File: src/rtl/debug_trace_fifo.sv
// Trace FIFO behind the core's debug port: captures debug writes and presents them one at a time on held display registers.
// Build option: define DEBUG_TRACE_DEDUP_EN to discard captures identical to the most recently accepted entry.
module debug_trace_fifo #(
    parameter int DEPTH       = 16,
    parameter int AW          = 4,
    parameter int ADDR_W      = 12,
    parameter int DATA_W      = 32,
    parameter int HOLD_CYCLES = 1024
) (
    input  logic              inclock,
    input  logic              resetn,
    input  logic              dbg_we,
    input  logic [ADDR_W-1:0] debug_addr,
    input  logic [DATA_W-1:0] debug_word,
    input  logic              step,
    input  logic              freeze,
    input  logic              clr_ovf,
    output logic              disp_valid,
    output logic [ADDR_W-1:0] disp_addr,
    output logic [DATA_W-1:0] disp_word,
    output logic [AW:0]       fifo_count,
    output logic              overflow,
    output logic [7:0]        drop_count
);
    // state | meaning
    // IDLE  | nothing shown since reset
    // LOAD  | pop the head entry into the display registers
    // SHOW  | hold the displayed entry until timeout or manual step
    localparam int EW = ADDR_W + DATA_W;
    localparam int HW = (HOLD_CYCLES > 1) ? $clog2(HOLD_CYCLES) : 1;
    localparam logic [HW-1:0] HOLD_LAST = HW'(HOLD_CYCLES - 1);

    typedef enum logic [1:0] {
        S_IDLE = 2'd0,
        S_LOAD = 2'd1,
        S_SHOW = 2'd2
    } state_t;

    state_t r_state;
    state_t w_state_nxt;

    logic [EW-1:0]     r_mem [DEPTH];
    logic [AW:0]       r_wr_ptr;
    logic [AW:0]       r_rd_ptr;
    logic [HW-1:0]     r_hold;
    logic              r_step_d;
    logic              r_disp_valid;
    logic [ADDR_W-1:0] r_disp_addr;
    logic [DATA_W-1:0] r_disp_word;
    logic              r_overflow;
    logic [7:0]        r_drop_count;

    logic          w_empty;
    logic          w_full;
    logic          w_pop;
    logic          w_dup;
    logic          w_push;
    logic          w_drop;
    logic          w_step_rise;
    logic          w_advance;
    logic          w_load;
    logic          w_hold_clr;
    logic          w_hold_inc;
    logic [EW-1:0] w_entry;
    logic [EW-1:0] w_head;

    assign w_entry     = {debug_addr, debug_word};
    assign w_head      = r_mem[r_rd_ptr[AW-1:0]];
    assign w_empty     = (r_wr_ptr == r_rd_ptr);
    assign w_full      = (r_wr_ptr[AW] != r_rd_ptr[AW]) && (r_wr_ptr[AW-1:0] == r_rd_ptr[AW-1:0]);
    assign w_pop       = (r_state == S_LOAD);
    // A pop in the same cycle frees the slot, so a push into a full FIFO is still accepted.
    assign w_push      = dbg_we && !w_dup && (!w_full || w_pop);
    assign w_drop      = dbg_we && !w_dup && w_full && !w_pop;
    assign w_step_rise = step && !r_step_d;
    assign w_advance   = (r_hold == HOLD_LAST) || (w_step_rise && !freeze);

`ifdef DEBUG_TRACE_DEDUP_EN
    logic [EW-1:0] r_last;
    logic          r_last_vld;

    assign w_dup = r_last_vld && (w_entry == r_last);

    always_ff @(posedge inclock or negedge resetn) begin
        if (!resetn) begin
            r_last     <= '0;
            r_last_vld <= 1'b0;
        end else if (w_push) begin
            r_last     <= w_entry;
            r_last_vld <= 1'b1;
        end
    end
`else
    assign w_dup = 1'b0;
`endif

    always_ff @(posedge inclock or negedge resetn) begin
        if (!resetn) begin
            r_state <= S_IDLE;
        end else begin
            r_state <= w_state_nxt;
        end
    end

    always_comb begin
        w_state_nxt = r_state;
        case (r_state)
            S_IDLE:  if (!w_empty) w_state_nxt = S_LOAD;
            S_LOAD:  w_state_nxt = S_SHOW;
            S_SHOW:  if (w_advance && !w_empty) w_state_nxt = S_LOAD;
            default: w_state_nxt = S_IDLE;
        endcase
    end

    always_comb begin
        w_load     = 1'b0;
        w_hold_clr = 1'b0;
        w_hold_inc = 1'b0;
        case (r_state)
            S_LOAD: begin
                w_load     = 1'b1;
                w_hold_clr = 1'b1;
            end
            S_SHOW: begin
                w_hold_clr = w_advance;
                w_hold_inc = !w_advance && !freeze;
            end
            default: ;
        endcase
    end

    always_ff @(posedge inclock) begin
        if (w_push) begin
            r_mem[r_wr_ptr[AW-1:0]] <= w_entry;
        end
    end

    always_ff @(posedge inclock or negedge resetn) begin
        if (!resetn) begin
            r_wr_ptr <= '0;
            r_rd_ptr <= '0;
            r_hold   <= '0;
            r_step_d <= 1'b0;
        end else begin
            r_step_d <= step;
            if (w_push) begin
                r_wr_ptr <= r_wr_ptr + (AW+1)'(1);
            end
            if (w_pop) begin
                r_rd_ptr <= r_rd_ptr + (AW+1)'(1);
            end
            if (w_hold_clr) begin
                r_hold <= '0;
            end else if (w_hold_inc) begin
                r_hold <= r_hold + HW'(1);
            end
        end
    end

    always_ff @(posedge inclock or negedge resetn) begin
        if (!resetn) begin
            r_disp_valid <= 1'b0;
            r_disp_addr  <= '0;
            r_disp_word  <= '0;
        end else if (w_load) begin
            r_disp_valid <= 1'b1;
            r_disp_addr  <= w_head[EW-1:DATA_W];
            r_disp_word  <= w_head[DATA_W-1:0];
        end
    end

    // A drop in the same cycle as a clear wins, restarting the count at one.
    always_ff @(posedge inclock or negedge resetn) begin
        if (!resetn) begin
            r_overflow   <= 1'b0;
            r_drop_count <= '0;
        end else if (w_drop) begin
            r_overflow <= 1'b1;
            if (clr_ovf) begin
                r_drop_count <= 8'd1;
            end else if (r_drop_count != 8'hFF) begin
                r_drop_count <= r_drop_count + 8'd1;
            end
        end else if (clr_ovf) begin
            r_overflow   <= 1'b0;
            r_drop_count <= '0;
        end
    end

    assign disp_valid = r_disp_valid;
    assign disp_addr  = r_disp_addr;
    assign disp_word  = r_disp_word;
    assign fifo_count = r_wr_ptr - r_rd_ptr;
    assign overflow   = r_overflow;
    assign drop_count = r_drop_count;

endmodule

File: config.mk
export PLATFORM = sky130hd
export DESIGN_NAME = debug_trace_fifo
export DESIGN_NICKNAME = d
export VERILOG_FILES = /design/src/rtl/debug_trace_fifo.sv
export SDC_FILE = /design/constraint.sdc
export NUM_CORES = 1
export LEC_CHECK = 0
export CORE_MARGIN = 1.5
export CORE_UTILIZATION = 30
export DETAILED_ROUTE_END_ITERATION = 7
export PLACE_DENSITY = 0.55
export SYNTH_ARGS = -nofsm -noshare
export SYNTH_HDL_FRONTEND = slang
export SYNTH_SLANG_ARGS = --single-unit
File: constraint.sdc
create_clock -name inclock -period 7.15 [get_ports inclock]
set_input_delay 0.715 -clock inclock [delete_from_list [all_inputs] [get_ports inclock]]
set_output_delay 0.715 -clock inclock [all_outputs]
set_load 0.005 [all_outputs]
==> flow_summary.yaml <==
synth:
  synth_edf_count: 704
  synthSimpleGateAreaFrac_pct: 2.95
  ys_async_sr_fraction_pct: 9.86
  synth-seq-cells: 781
  synthAdderAreaFrac_pct: 0.734
  synth_area_per_cell_um2: 18.9
  synth_xor_area_share_pct: 0.405
  netlist_area_um2: 30000
  syn_inst: 1586
  ys_types: 46
  syn-num-nets: 1653
  yosysSeqAreaShare_pct: 76.9
  yosys_warnings: 0
  synth-main-ff-cell: "edfxtp_1"
  synth_top_family_by_area: "multiplexers"
  muxShareOfSynthArea_pct: 12.6
  synth-compound-area-share_pct: 4.77
place:
  io_buffers: 108
  pre_cts_slack_ns: 3.16
  post-dp-hpwl_mm: 37.4
  gp_congestion: 0.744
  place_inst: 2926
power:
  power.leakage_nw: 11.7
  ir_drop_uv: 329
  cellPowerDensity_nw_per_um2: 395
global_routing:
  grt_pass1_vias: 15800
  grt_overflow: 0
  grt_pass1_wl_mm: 104
  antenna_found_initial: 6
  grt_usage_pct: 13.7
  grt_max_degree: 134
timing:
  setup_viol: 0
  finalWorstSetupSlack_ns: 3.09
  tightest_slew_ns: 1.32
  tns_ns: 0
  layout_min_cycle_time_ns: 4.06
  rsz0062_at_grt: "false"
  max_slew_margin_pct: 11.2
  fin_skew_ns: 0.0279
  final_max_slew_viol_count: 0
  hold_slack_ns: 0.192
  hold_viol_final: 0
  fin_crit_sh_pct: 56.8
  timing.fmax_mhz: 246
route:
  first_pass_iters: 5
  vias: 15200
  wl_met2_mm: 34.5
  drc_errors: 0
  wl_met3_mm: 4.07
  wl_met1_mm: 30.7
  avgRoutedWirePerCell_um: 22.9
  ant_nets: 0
  routed_via_density: 4.93
  drt_iter0_markers: 1107
  drt-total-wl_mm: 70.6
  routed.top_layer: "met5"
clock_network:
  cts_root_buffer: "clkbuf_16"
  cts_num_sinks: 781
  cts_setup_buffers: 0
  cts_made_buffers: 85
  clockBufferDepth: 3
  post_cts_resized: 0
  insertion_delay_ns: 0.62
  cts_tree: "done"
  h-tree-depth: 3
  ctsHoldBuffers: 0
  clkTransAtPathRegs_ns: 0.07
hold_path:
  hp-class: "primary input to async pin"
worst_setup_path:
  regToRegStartpoint: "r_rd_ptr[1]"
  crit_fanout: 36
  start_kind: "flop"
  critical_path_class: "flop to output port"
  arrival_ns: 3.34
  critical_path.startpoint: "r_rd_ptr[0]"
  cp-end-kind: "output port"
  crit_required_ns: 6.43
layout:
  num_antenna_cells: 0
  fin_cells: 3084
  final_nets: 1793
  area_growth_pct: 18.1
  seqCellArea_um2: 23100
  drive_above_1_share_pct: 15.2
  multi_input_area_um2: 6590
  fill_cells: 9139
flow_run:
  drv_cap: 0
floorplanning:
  die_area_um2: 102000
  die_y_um: 319
  rows: 115
  chipWidth_um: 319
  start_util_pct: 30.4
  core_um2: 98700
  ios: 109
outcome:
  outcome: "complete, no violations"
## through the flow
step,utilization [%],area (um^2),power [mW]
2_1_floorplan,-,30000,8.33
3_3_place_gp,33.1,32600,9.73
3_5_place_dp,33.1,32600,9.81
4_1_cts,35.9,35400,14.2
5_1_grt,35.9,35400,14.6
6_report,35.9,35400,14.0
## kinds of logic after synthesis
| group | after synthesis |
|---|---|
| muxes | 268 |
| and+or+nand+nor | 191 |
| DFF | 781 |
| adders and majority gates | 17 |
| buffers and inverters | 97 |
| AOI/OAI and AO/OA | 219 |
| xor gates and xnor gates | 13 |
## sequential cells by signal, indices dropped and copies added (netlist names)
register,flops
r_mem,704
disp_word,32
disp_addr,12
r_hold,10
drop_count,8
r_rd_ptr,5
r_wr_ptr,5
r_state,2
disp_valid,1
overflow,1
r_step_d,1
## cells in the final DEF (no fill, tap or decap), drive strengths merged, types with 31 or more instances in the layout
master / netlist / routed
edfxtp: 704 / 704
mux4: 88 / 88
mux2i: 177 / 177
nor2: 109 / 109
o22ai: 89 / 89
a31oi: 45 / 45
clkbuf: 43 / 115
a22oi: 45 / 45
clkinv: 0 / 31
clkdlybuf4s50: 0 / 107
dfrtp: 77 / 77
## report_power, final
group / total, mW / switching, mW / internal [mW]
combinational: 3.70 / 2.09 / 1.61
sequential: 5.94 / 0.364 / 5.58
clock: 4.35 / 1.77 / 2.58
total: 14.0 / 4.22 / 9.77
## cell usage after synthesis, types with 6 or more instances
| library cell | n | share of area [%] |
|---|---|---|
| nor2_1 | 109 | 1.4 |
| a31oi_1 | 45 | 0.94 |
| mux4_2 | 88 | 6.6 |
| dfrtp_1 | 77 | 6.4 |
| or4_1 | 6 | 0.15 |
| o21ai_0 | 8 | 0.13 |
| a21oi_1 | 13 | 0.22 |
| nand4_1 | 7 | 0.15 |
| edfxtp_1 | 704 | 71 |
| a22oi_1 | 45 | 1.1 |
| inv_1 | 14 | 0.18 |
| nor3_1 | 10 | 0.17 |
| nand2_1 | 19 | 0.24 |
| ha_1 | 16 | 0.67 |
| buf_2 | 16 | 0.27 |
| nand3_1 | 11 | 0.18 |
| nor2b_1 | 6 | 0.13 |
| o22ai_1 | 89 | 1.9 |
| o31ai_1 | 6 | 0.15 |
| clkbuf_1 | 42 | 0.53 |
| mux2i_1 | 177 | 5.9 |
| xnor2_1 | 10 | 0.29 |
| buf_4 | 23 | 0.58 |
## path summary, 6_finish.rpt
kind	end	slack, ns	cells after the start
setup / recovery	fifo_count[4]	3.09	7
hold / removal	disp_valid	0.19	1
setup reg to reg	r_mem[14][30]	3.20	7
hold reg to reg	disp_valid	0.52	1
max in group asynchronous	r_rd_ptr[0]	5.75	2
min in group inclock	disp_valid	0.52	1
## routing by layer
| metal | vias to the layer above | global-route usage (%) |
|---|---|---|
| met5 | - | 0 |
| met4 | 10 | 4.07 |
| met3 | 109 | 2.77 |
| met2 | 389 | 22.7 |
| met1 | 7971 | 18.1 |
| li1 | 6716 | - |
## final cells by class
class,instances,area share [%]
clock inverter,43,1.10
inverter,14,0.152
multi-input combinational,708,18.6
tap,1287,4.55
clock buffer,115,6.79
sequential,781,65.1
timing repair buffer,136,3.67
## critical path: stages (launching register included)
cell             delay (ns)
dfrtp_4                0.85
ha_1                   0.26
inv_1                  0.06
fa_1                   0.40
a21o_1                 0.19
a21oi_1                0.20
xnor2_1                0.19
clkdlybuf4s50_1        0.56
(Power assumes the default switching activity.)
